### src/rtl/ann_dma_pkg.sv
// ann_dma_pkg: shared types, default burst limit and burst-length clipping for the DMA scheduler.
package ann_dma_pkg;
  localparam int BLK_MAX_DEF = 16;
  typedef enum logic [2:0] {IDLE, ARB, RD_WAIT, WR_WAIT, FIN} state_t;
  typedef enum logic {GNT_RD, GNT_WR} gnt_t;
  function automatic logic [4:0] clip_len(input logic [4:0] bs, input logic [31:0] rem, input logic [4:0] blk);
    logic [4:0] eff;
    eff = (bs == 5'd0) ? 5'd1 : (bs > blk) ? blk : bs;
    return (rem < 32'(eff)) ? rem[4:0] : eff;
  endfunction
endpackage

### src/rtl/ann_rr_arb2.sv
// ann_rr_arb2: two-requester round-robin arbiter; last grant is remembered only when i_adv is strobed.
module ann_rr_arb2 import ann_dma_pkg::*; (
  input  logic i_clk,
  input  logic i_rst_n,
  input  logic i_rd,
  input  logic i_wr,
  input  logic i_adv,
  output logic o_gnt_rd,
  output logic o_gnt_wr
);
  gnt_t r_last;
  always_comb begin
    o_gnt_rd = i_rd && (!i_wr || r_last == GNT_WR);
    o_gnt_wr = i_wr && (!i_rd || r_last == GNT_RD);
  end
  always_ff @(posedge i_clk or negedge i_rst_n)
    if (!i_rst_n) r_last <= GNT_WR;
    else if (i_adv && (o_gnt_rd || o_gnt_wr)) r_last <= o_gnt_rd ? GNT_RD : GNT_WR;
endmodule

### src/rtl/ann_dma_sched.sv
// ann_dma_sched: splits a DMA job into read/write bursts, arbitrates the two directions and reports completion.
module ann_dma_sched import ann_dma_pkg::*; #(
  parameter int ADDR_W  = 32,
  parameter int CNT_W   = 16,
  parameter int BLK_MAX = BLK_MAX_DEF
) (
  input  logic              hclk,
  input  logic              hresetn,
  input  logic              start,
  input  logic              abort,
  input  logic              int_clr,
  input  logic [ADDR_W-1:0] src_base,
  input  logic [ADDR_W-1:0] dst_base,
  input  logic [CNT_W-1:0]  rd_words,
  input  logic [CNT_W-1:0]  wr_words,
  input  logic [4:0]        block_size,
  input  logic [CNT_W-1:0]  fifo_free,
  input  logic [CNT_W-1:0]  out_avail,
  output logic              rd_req,
  output logic              wr_req,
  output logic [ADDR_W-1:0] req_addr,
  output logic [4:0]        req_len,
  input  logic              req_done,
  output logic              busy,
  output logic              done,
  output logic              aborted,
  output logic              irq
);
  state_t r_state, w_next;
  logic [ADDR_W-1:0] r_rd_addr, r_wr_addr, r_req_addr;
  logic [CNT_W-1:0] r_rd_rem, r_wr_rem;
  logic [4:0] r_req_len, w_rd_len, w_wr_len;
  logic r_abort_pend, r_aborted, r_irq;
  logic w_rd_ok, w_wr_ok, w_gnt_rd, w_gnt_wr, w_wait, w_launch, w_take, w_fin_abort;

  assign w_rd_len    = clip_len(block_size, 32'(r_rd_rem), 5'(BLK_MAX));
  assign w_wr_len    = clip_len(block_size, 32'(r_wr_rem), 5'(BLK_MAX));
  assign w_rd_ok     = (r_rd_rem != '0) && (fifo_free >= CNT_W'(w_rd_len));
  assign w_wr_ok     = (r_wr_rem != '0) && (out_avail >= CNT_W'(w_wr_len));
  assign w_wait      = r_state inside {RD_WAIT, WR_WAIT};
  assign w_launch    = (r_state == IDLE) && start && !abort;
  assign w_take      = (r_state == ARB) && !abort && (w_gnt_rd || w_gnt_wr);
  // An abort seen mid-burst is deferred until the burst completes.
  assign w_fin_abort = ((r_state == ARB) && abort) || (w_wait && req_done && (abort || r_abort_pend));

  ann_rr_arb2 u_arb (
    .i_clk    (hclk),
    .i_rst_n  (hresetn),
    .i_rd     (w_rd_ok),
    .i_wr     (w_wr_ok),
    .i_adv    (w_take),
    .o_gnt_rd (w_gnt_rd),
    .o_gnt_wr (w_gnt_wr)
  );

  always_ff @(posedge hclk or negedge hresetn)
    if (!hresetn) r_state <= IDLE;
    else r_state <= w_next;

  always_comb begin
    w_next = r_state;
    case (r_state)
      IDLE:             w_next = w_launch ? ARB : IDLE;
      ARB:              w_next = (abort || (r_rd_rem == '0 && r_wr_rem == '0)) ? FIN :
                                 w_gnt_rd ? RD_WAIT : w_gnt_wr ? WR_WAIT : ARB;
      RD_WAIT, WR_WAIT: w_next = !req_done ? r_state : (abort || r_abort_pend) ? FIN : ARB;
      FIN:              w_next = IDLE;
      default:          w_next = IDLE;
    endcase
  end

  always_comb begin
    rd_req   = r_state == RD_WAIT;
    wr_req   = r_state == WR_WAIT;
    busy     = r_state inside {ARB, RD_WAIT, WR_WAIT};
    done     = r_state == FIN;
    req_addr = r_req_addr;
    req_len  = r_req_len;
    aborted  = r_aborted;
    irq      = r_irq;
  end

  always_ff @(posedge hclk or negedge hresetn)
    if (!hresetn) begin
      r_rd_addr    <= '0;
      r_wr_addr    <= '0;
      r_rd_rem     <= '0;
      r_wr_rem     <= '0;
      r_req_addr   <= '0;
      r_req_len    <= '0;
      r_abort_pend <= 1'b0;
      r_aborted    <= 1'b0;
      r_irq        <= 1'b0;
    end else begin
      if (w_launch) begin
        r_rd_addr <= src_base;
        r_wr_addr <= dst_base;
        r_rd_rem  <= rd_words;
        r_wr_rem  <= wr_words;
        r_aborted <= 1'b0;
      end
      if (w_take) begin
        r_req_addr <= w_gnt_rd ? r_rd_addr : r_wr_addr;
        r_req_len  <= w_gnt_rd ? w_rd_len : w_wr_len;
      end
      if (r_state == RD_WAIT && req_done) begin
        r_rd_rem  <= r_rd_rem - CNT_W'(r_req_len);
        r_rd_addr <= r_rd_addr + (ADDR_W'(r_req_len) << 2);
      end
      if (r_state == WR_WAIT && req_done) begin
        r_wr_rem  <= r_wr_rem - CNT_W'(r_req_len);
        r_wr_addr <= r_wr_addr + (ADDR_W'(r_req_len) << 2);
      end
      r_abort_pend <= w_wait && !req_done && (r_abort_pend || abort);
      if (w_fin_abort) r_aborted <= 1'b1;
      // Setting on entry and during FIN beats a coincident int_clr.
      r_irq <= (w_next == FIN || r_state == FIN) ? 1'b1 : int_clr ? 1'b0 : r_irq;
    end
endmodule

### config.mk
export PLATFORM = sky130hd
export DESIGN_NAME = ann_dma_sched
export DESIGN_NICKNAME = d
export VERILOG_FILES = /design/src/rtl/ann_dma_pkg.sv /design/src/rtl/ann_rr_arb2.sv /design/src/rtl/ann_dma_sched.sv
export SDC_FILE = /design/constraint.sdc
export NUM_CORES = 1
export LEC_CHECK = 0
export BUFFER_PORTS_ARGS = -buffer_cell sky130_fd_sc_hd__buf_4
export CAP_MARGIN = 25
export CORE_UTILIZATION = 50
export DETAILED_ROUTE_END_ITERATION = 7
export PLACE_DENSITY = 0.78
export SYNTH_ARGS = -nofsm -noshare
export SYNTH_HDL_FRONTEND = slang
export SYNTH_SLANG_ARGS = --single-unit
### constraint.sdc
create_clock -name hclk -period 4.81 [get_ports hclk]
set_input_delay 0.962 -clock hclk [delete_from_list [all_inputs] [get_ports hclk]]
set_output_delay 0.962 -clock hclk [all_outputs]
set_load 0.01 [all_outputs]
* Yosys cells after proc, flatten, opt, wreduce, memory -nomap -nowiden
Index checks and enable logic that the tools add are counted.
Operators by class: $add $sub $neg 4, order comparisons 5, equal/unequal tests 5, multiplexer cells 26, bitwise gates (word level) 1, reductions and logical operators 41
Operators by type and width (number):
- 32-bit 2-to-1 mux | 5
- 32-bit by 7-bit adder with 32-bit output | 2
- 16-bit 2-to-1 mux | 4
- 16-bit by 5-bit greater-or-equal comparator with 1-bit output | 2
- 16-bit zero test | 2
- 16-bit by 5-bit less-than comparator with 1-bit output | 2
- 16-bit nonzero test | 2
- 16-bit by 5-bit subtractor with 16-bit output | 2
- 5-bit 2-to-1 mux | 5
- 1-bit logical AND | 17
- 2-bit nonzero test | 5
- 3-bit 2-to-1 mux | 3
- 3-bit one-hot mux with 3 select lines | 1
- 1-bit logical OR | 7
- 3-bit by 2-bit equality test with 1-bit output (second input constant) | 2
- 3-bit equality test (second input constant) | 2
- 1-bit 2-to-1 mux | 6
- 5-bit greater-than comparator (second input constant) | 1
- 5-bit zero test | 1
- 1-bit zero test | 4
- 2-bit 2-to-1 mux | 2
- 3-bit by 1-bit equality test with 1-bit output (second input constant) | 1
- 3-bit zero test | 1
- 3-bit nonzero test | 1
- other kinds (2) | 2
Storage, ports and cells: register bits 140, word-level logic and storage cells 93

* Longest topological paths before layout
depth in word-level cells 17, gate-level depth with buffers 16, depth with buffers taken out 13

* Modules after synthesis
A second synthesis with hierarchy kept.
Unflattened totals: cells, all modules 927, area, all modules 8558.2 µm²
By module, submodules not included:
- ann_dma_sched | instances 1, cells an instance 921, area each 8501.9 µm²
- ann_rr_arb2 | instances 1, cells an instance 6, area each 56.3 µm²

* Least setup slack after synthesis
No wires, ideal clock.
kind input -> register, from input block_size[2], to register r_req_addr[5], in the netlist req_addr[5], data arrival time 4.037 ns, data required time 4.684 ns, setup slack 0.647 ns, stages on the path 16, cell sequence nor2b_1 -> inv_1 -> ha_1 -> nor4_1 -> o31a_1 -> clkbuf_1 -> mux2i_1 -> ha_1 -> nor3b_1 -> o21a_1 -> o2111ai_1 -> and2_1 -> o211a_1 -> buf_4 -> buf_2 -> a221o_1
On the way: cells in the longest elaborated chain, start to end 12, elaborated cells on any way between the ends 21, classes of those cells order compare (5); mux (5); reduce/logical (11)
Ends and longest elaborated chain:
- start, declared | line ann_dma_sched.sv:16 | input logic [4:0] block_size,
- 5-bit greater-than comparator | line ann_dma_pkg.sv:8 | eff = (bs == 5'd0) ? 5'd1 : (bs > blk) ? blk : bs;
- 5-bit 2-to-1 mux | line ann_dma_pkg.sv:8
- 5-bit 2-to-1 mux (*) | line ann_dma_pkg.sv:8
- 16-bit by 5-bit less-than comparator with 1-bit output | line ann_dma_pkg.sv:9 | return (rem < 32'(eff)) ? rem[4:0] : eff;
- 5-bit 2-to-1 mux | line ann_dma_pkg.sv:9
- 16-bit by 5-bit greater-or-equal comparator with 1-bit output (on tied branches) | line ann_dma_sched.sv:39, ann_dma_sched.sv:38
- 1-bit logical AND (on tied branches) | line ann_dma_sched.sv:39, ann_dma_sched.sv:38
- 1-bit zero test (on tied branches) | line ann_rr_arb2.sv:13, ann_rr_arb2.sv:14
- 1-bit logical OR (on tied branches) | line ann_rr_arb2.sv:13, ann_rr_arb2.sv:14
- 1-bit logical AND (on tied branches) | line ann_rr_arb2.sv:13, ann_rr_arb2.sv:14
- 1-bit logical OR | line ann_dma_sched.sv:42 | assign w_take = (r_state == ARB) && !abort && (w_gnt_rd || w_gnt_wr);
- 1-bit logical AND | line ann_dma_sched.sv:42
- end signal, assigned | line ann_dma_sched.sv:103 | r_req_addr <= w_gnt_rd ? r_rd_addr : r_wr_addr;
- end, declared | line ann_dma_sched.sv:30 | logic [ADDR_W-1:0] r_rd_addr, r_wr_addr, r_req_addr;
Every way passes the cells marked *; elsewhere a longest branch is shown, timed or not. A chain may end at the register's enable or synchronous reset.

* Final worst setup path
from register r_wr_rem[9], to register r_req_len[3], in the netlist req_len[3]
On the way: cells in the longest elaborated chain, start to end 9, elaborated cells on any way between the ends 12, classes of those cells order compare (2); mux (2); reduce/logical (8)
Ends and longest elaborated chain:
- start, declared | line ann_dma_sched.sv:31 | logic [CNT_W-1:0] r_rd_rem, r_wr_rem;
- start signal, assigned | line ann_dma_sched.sv:99 | r_wr_rem <= wr_words;
- start signal, assigned | line ann_dma_sched.sv:111 | r_wr_rem <= r_wr_rem - CNT_W'(r_req_len);
- 16-bit by 5-bit less-than comparator with 1-bit output | line ann_dma_pkg.sv:9
- 5-bit 2-to-1 mux | line ann_dma_pkg.sv:9
- 16-bit by 5-bit greater-or-equal comparator with 1-bit output | line ann_dma_sched.sv:39 | assign w_wr_ok = (r_wr_rem != '0) && (out_avail >= CNT_W'(w_wr_len));
- 1-bit logical AND | line ann_dma_sched.sv:39
- 1-bit zero test | line ann_rr_arb2.sv:13 | o_gnt_rd = i_rd && (!i_wr || r_last == GNT_WR);
- 1-bit logical OR | line ann_rr_arb2.sv:13
- 1-bit logical AND | line ann_rr_arb2.sv:13
- 1-bit logical OR | line ann_dma_sched.sv:42
- 1-bit logical AND | line ann_dma_sched.sv:42
- end signal, assigned | line ann_dma_sched.sv:104 | r_req_len <= w_gnt_rd ? w_rd_len : w_wr_len;
- end, declared | line ann_dma_sched.sv:32 | logic [4:0] r_req_len, w_rd_len, w_wr_len;
Several ways; a longest one is shown, not always the timed one.

==> out/summary.txt <==
status: finished, final reports clean
fmax: 0.236 GHz
cell breakdown of the critical path: or4_1, nor4_4, o211a_1, mux2i_1, ha_1, nor3b_1, o21ai_0, a21oi_1, nand2b_1, a211o_1, o221ai_1
vias in the first global route: 8103
Reg clk slew, reported paths: 0.06 ns
RSZ-0062 raised after global routing: false
PostCTS Resize Cnt: 0
total CTS buffers: 17
Final Non-Filler Cells: 1316
worst slew pin tran: 0.958 ns
fin util: 64.4%
switching power: 2.77 mW
sw frac: 42.2%
crit end category: register
Slew Limit Headroom: 35.9%
clock insertion delay at the later pin of the skew report: 0.43 ns
Tcrit/Tclk final: 88.2%
Iter 0 DRT Violations: 957
Routed Antenna Nets: 0
Placer Congestion: 0.869
CP max stage delay: 0.69 ns
slowest CP cell: or4_1
largest net degree at the start of global routing: 78
layout net count: 1264
Die Height: 134 um
Place WS: 0.238 ns
#FFs+latches synth: 140
core box area: 0.0168 sq mm
critical path class: reg2reg
Synth area leader: dfrtp_1
mapped cell area: 0.00868 sq mm
Clock Root Buffer: clkbuf_16
main area contributors after synthesis: dfrtp_1 (40%), a221o_1 (5.5%), ha_1 (5.5%)
initial core utilization: 51.8%
CTS Hold Bufs: 0
Pre-antenna DRT Iters: 5
final WL: 27300 um
design internal power: 3.79 mW
via count: 8573
Synth async-reset ratio: 100%
first-pass GRT wire length: 43500 um
Critical Path AT: 4.51 ns
combinational share of power: 43.5%
# IOs: 182
drt drc: 0
top post-synthesis cells by count: dfrtp_1 (139), nand2_1 (87), nand3_1 (57)
area delta synth->final: 24.3%
total power per unit cell area: 607 mW/mm^2
sequential area share after synthesis: 40.4%
routed vias/inst: 6.51
clk buf depth: 2
initial antenna violation count: 0
CP required: 5.08 ns
Ys Warns: 0
Netlist cell types: 64
Wirelength per Cell: 20.7 um
Yosys top cell area share: 40.1%
ys flop type: dfrtp_1
H-Tree Depth: 4
Crit Path Max Fanout: 12
antenna cells: 0
clock skew: 0.00811 ns
setup TNS: 0 ns
CTS sink cnt: 140
fin crit period: 4.24 ns
Rows: 47
CTS tree: done
DIE WIDTH: 134 um
register share of total power: 37.5%
Hold Vio Cnt, Final: 0
dpl hpwl: 19500 um
GR Util All Layers: 31.3%
Post-CTS Repair Setup Buffers: 0
peak supply drop: 370 uV
Final setup viols: 0
share of layout cells above drive strength 1: 23.2%
number of synthesized flops with an enable pin: 0
CP Launch Type: register
Post-Syn Area per Cell: 9.40 sq um
most common cell in the netlist: dfrtp_1
Synth Instances: 923
post-placement cell count: 1283
fin worst setup slack: 0.567 ns
Leakage: 4.78 nW
Hold Path Class: reg2reg
max_cap viols: 0
IO Port Bufs: 181
grt total ovfl: 0
post-synth net total: 1104
Slew Viols, Final: 0
Clock power frac: 19.0%
Die Area: 0.0179 sq mm
## path summary, 6_finish.rpt
path                            cells after the start       endpoint         start  slack, ns
worst max register to register                     11     req_len[3]   r_wr_rem[9]       0.57
min in group asynchronous                           1  r_rd_addr[27]       hresetn       0.56
worst min-delay path                                2   r_rd_addr[0]  r_rd_addr[0]       0.49
max in group asynchronous                           2   u_arb.r_last       hresetn       3.21
worst min register to register                      2   r_rd_addr[0]  r_rd_addr[0]       0.49
worst max-delay path                               11     req_len[3]   r_wr_rem[9]       0.57
## kinds of logic after synthesis
| kind of cell | Yosys count | synth area share (%) |
|---|---|---|
| compound gates | 306 | 27.8 |
| xor+xnor | 6 | 0.606 |
| fa+ha+maj | 42 | 6.40 |
| buf+inv | 101 | 4.77 |
| flops | 140 | 40.4 |
| mux | 11 | 1.27 |
| simple gates | 317 | 18.8 |
## state kept, by name, indices dropped and copies added, names as in the netlist
name / cells
r_rd_addr: 32
r_wr_addr: 32
req_addr: 32
r_rd_rem: 16
r_wr_rem: 16
req_len: 5
r_state: 3
aborted: 1
irq: 1
r_abort_pend: 1
u_arb.r_last: 1
## layout make-up
cell class | instances | area, sq um
Clock inverter | 12 | 97.6
Fill cell | 1403 | 5970
Timing Repair Buffer | 197 | 1510
Multi-Input combinational cell | 682 | 4770
Tap cell | 220 | 275
Sequential cell | 140 | 3500
Inverter | 45 | 169
Clock buffer | 20 | 457
## critical path: cells and delay by family (launching register included)
family                     cells  cell delay, ns
adders and majority gates      1            0.29
muxes                          1            0.34
and+or+nand+nor                4            1.56
AOI/OAI and AO/OA              5            1.50
DFF                            1            0.41
## layout by cell type, fill, tap and decap left out, types with 5 or more instances in the layout
| cell | count |
|---|---|
| or4_1 | 23 |
| o311ai_0 | 37 |
| a22oi_1 | 22 |
| a21oi_1 | 24 |
| ha_1 | 38 |
| o221ai_1 | 13 |
| nand2_1 | 87 |
| o21a_1 | 7 |
| or2_2 | 6 |
| nor3_1 | 24 |
| dfrtp_1 | 139 |
| buf_4 | 194 |
| clkinv_2 | 7 |
| clkbuf_16 | 17 |
| nor4_1 | 8 |
| nand3_1 | 57 |
| or3_1 | 9 |
| nand4_1 | 9 |
| and2_1 | 6 |
| nand2b_1 | 6 |
| inv_1 | 45 |
| mux2i_1 | 11 |
| o211ai_1 | 37 |
| a21o_1 | 15 |
| a21boi_2 | 9 |
| a21boi_1 | 10 |
| a211o_1 | 5 |
| nor2b_1 | 16 |
| o21ai_0 | 40 |
| nor2_1 | 43 |
| and3_1 | 6 |
| a221o_1 | 48 |
| a21boi_0 | 7 |
## per-layer routing
metal	vias up	part of all wire (%)	track usage (%)
met4	0	3.7	15.8
met2	412	45	47.3
met5	-	0	0
li1	3913	-	-
met1	4183	43	42.1
met3	65	8.2	7.04
## power by group through the flow
stage | Sequential [mW] | Combinational (mW) | Clock [mW]
floorplan | 2.25 | 1.87 | 0
global placement | 2.41 | 2.72 | 0
detailed placement | 2.42 | 2.82 | 0
CTS | 2.41 | 2.84 | 1.25
global route | 2.51 | 3.17 | 1.30
finish | 2.46 | 2.85 | 1.25
## stage by stage
step	hold slack, ns	power, mW	instance area, sq um
2_1_floorplan	0.446	4.13	8680
3_3_place_gp	0.468	5.13	10200
3_5_place_dp	0.474	5.24	10200
4_1_cts	0.487	6.51	10800
5_1_grt	0.507	6.98	10800
6_report	0.486	6.55	10800
(Power assumes the default switching activity.)
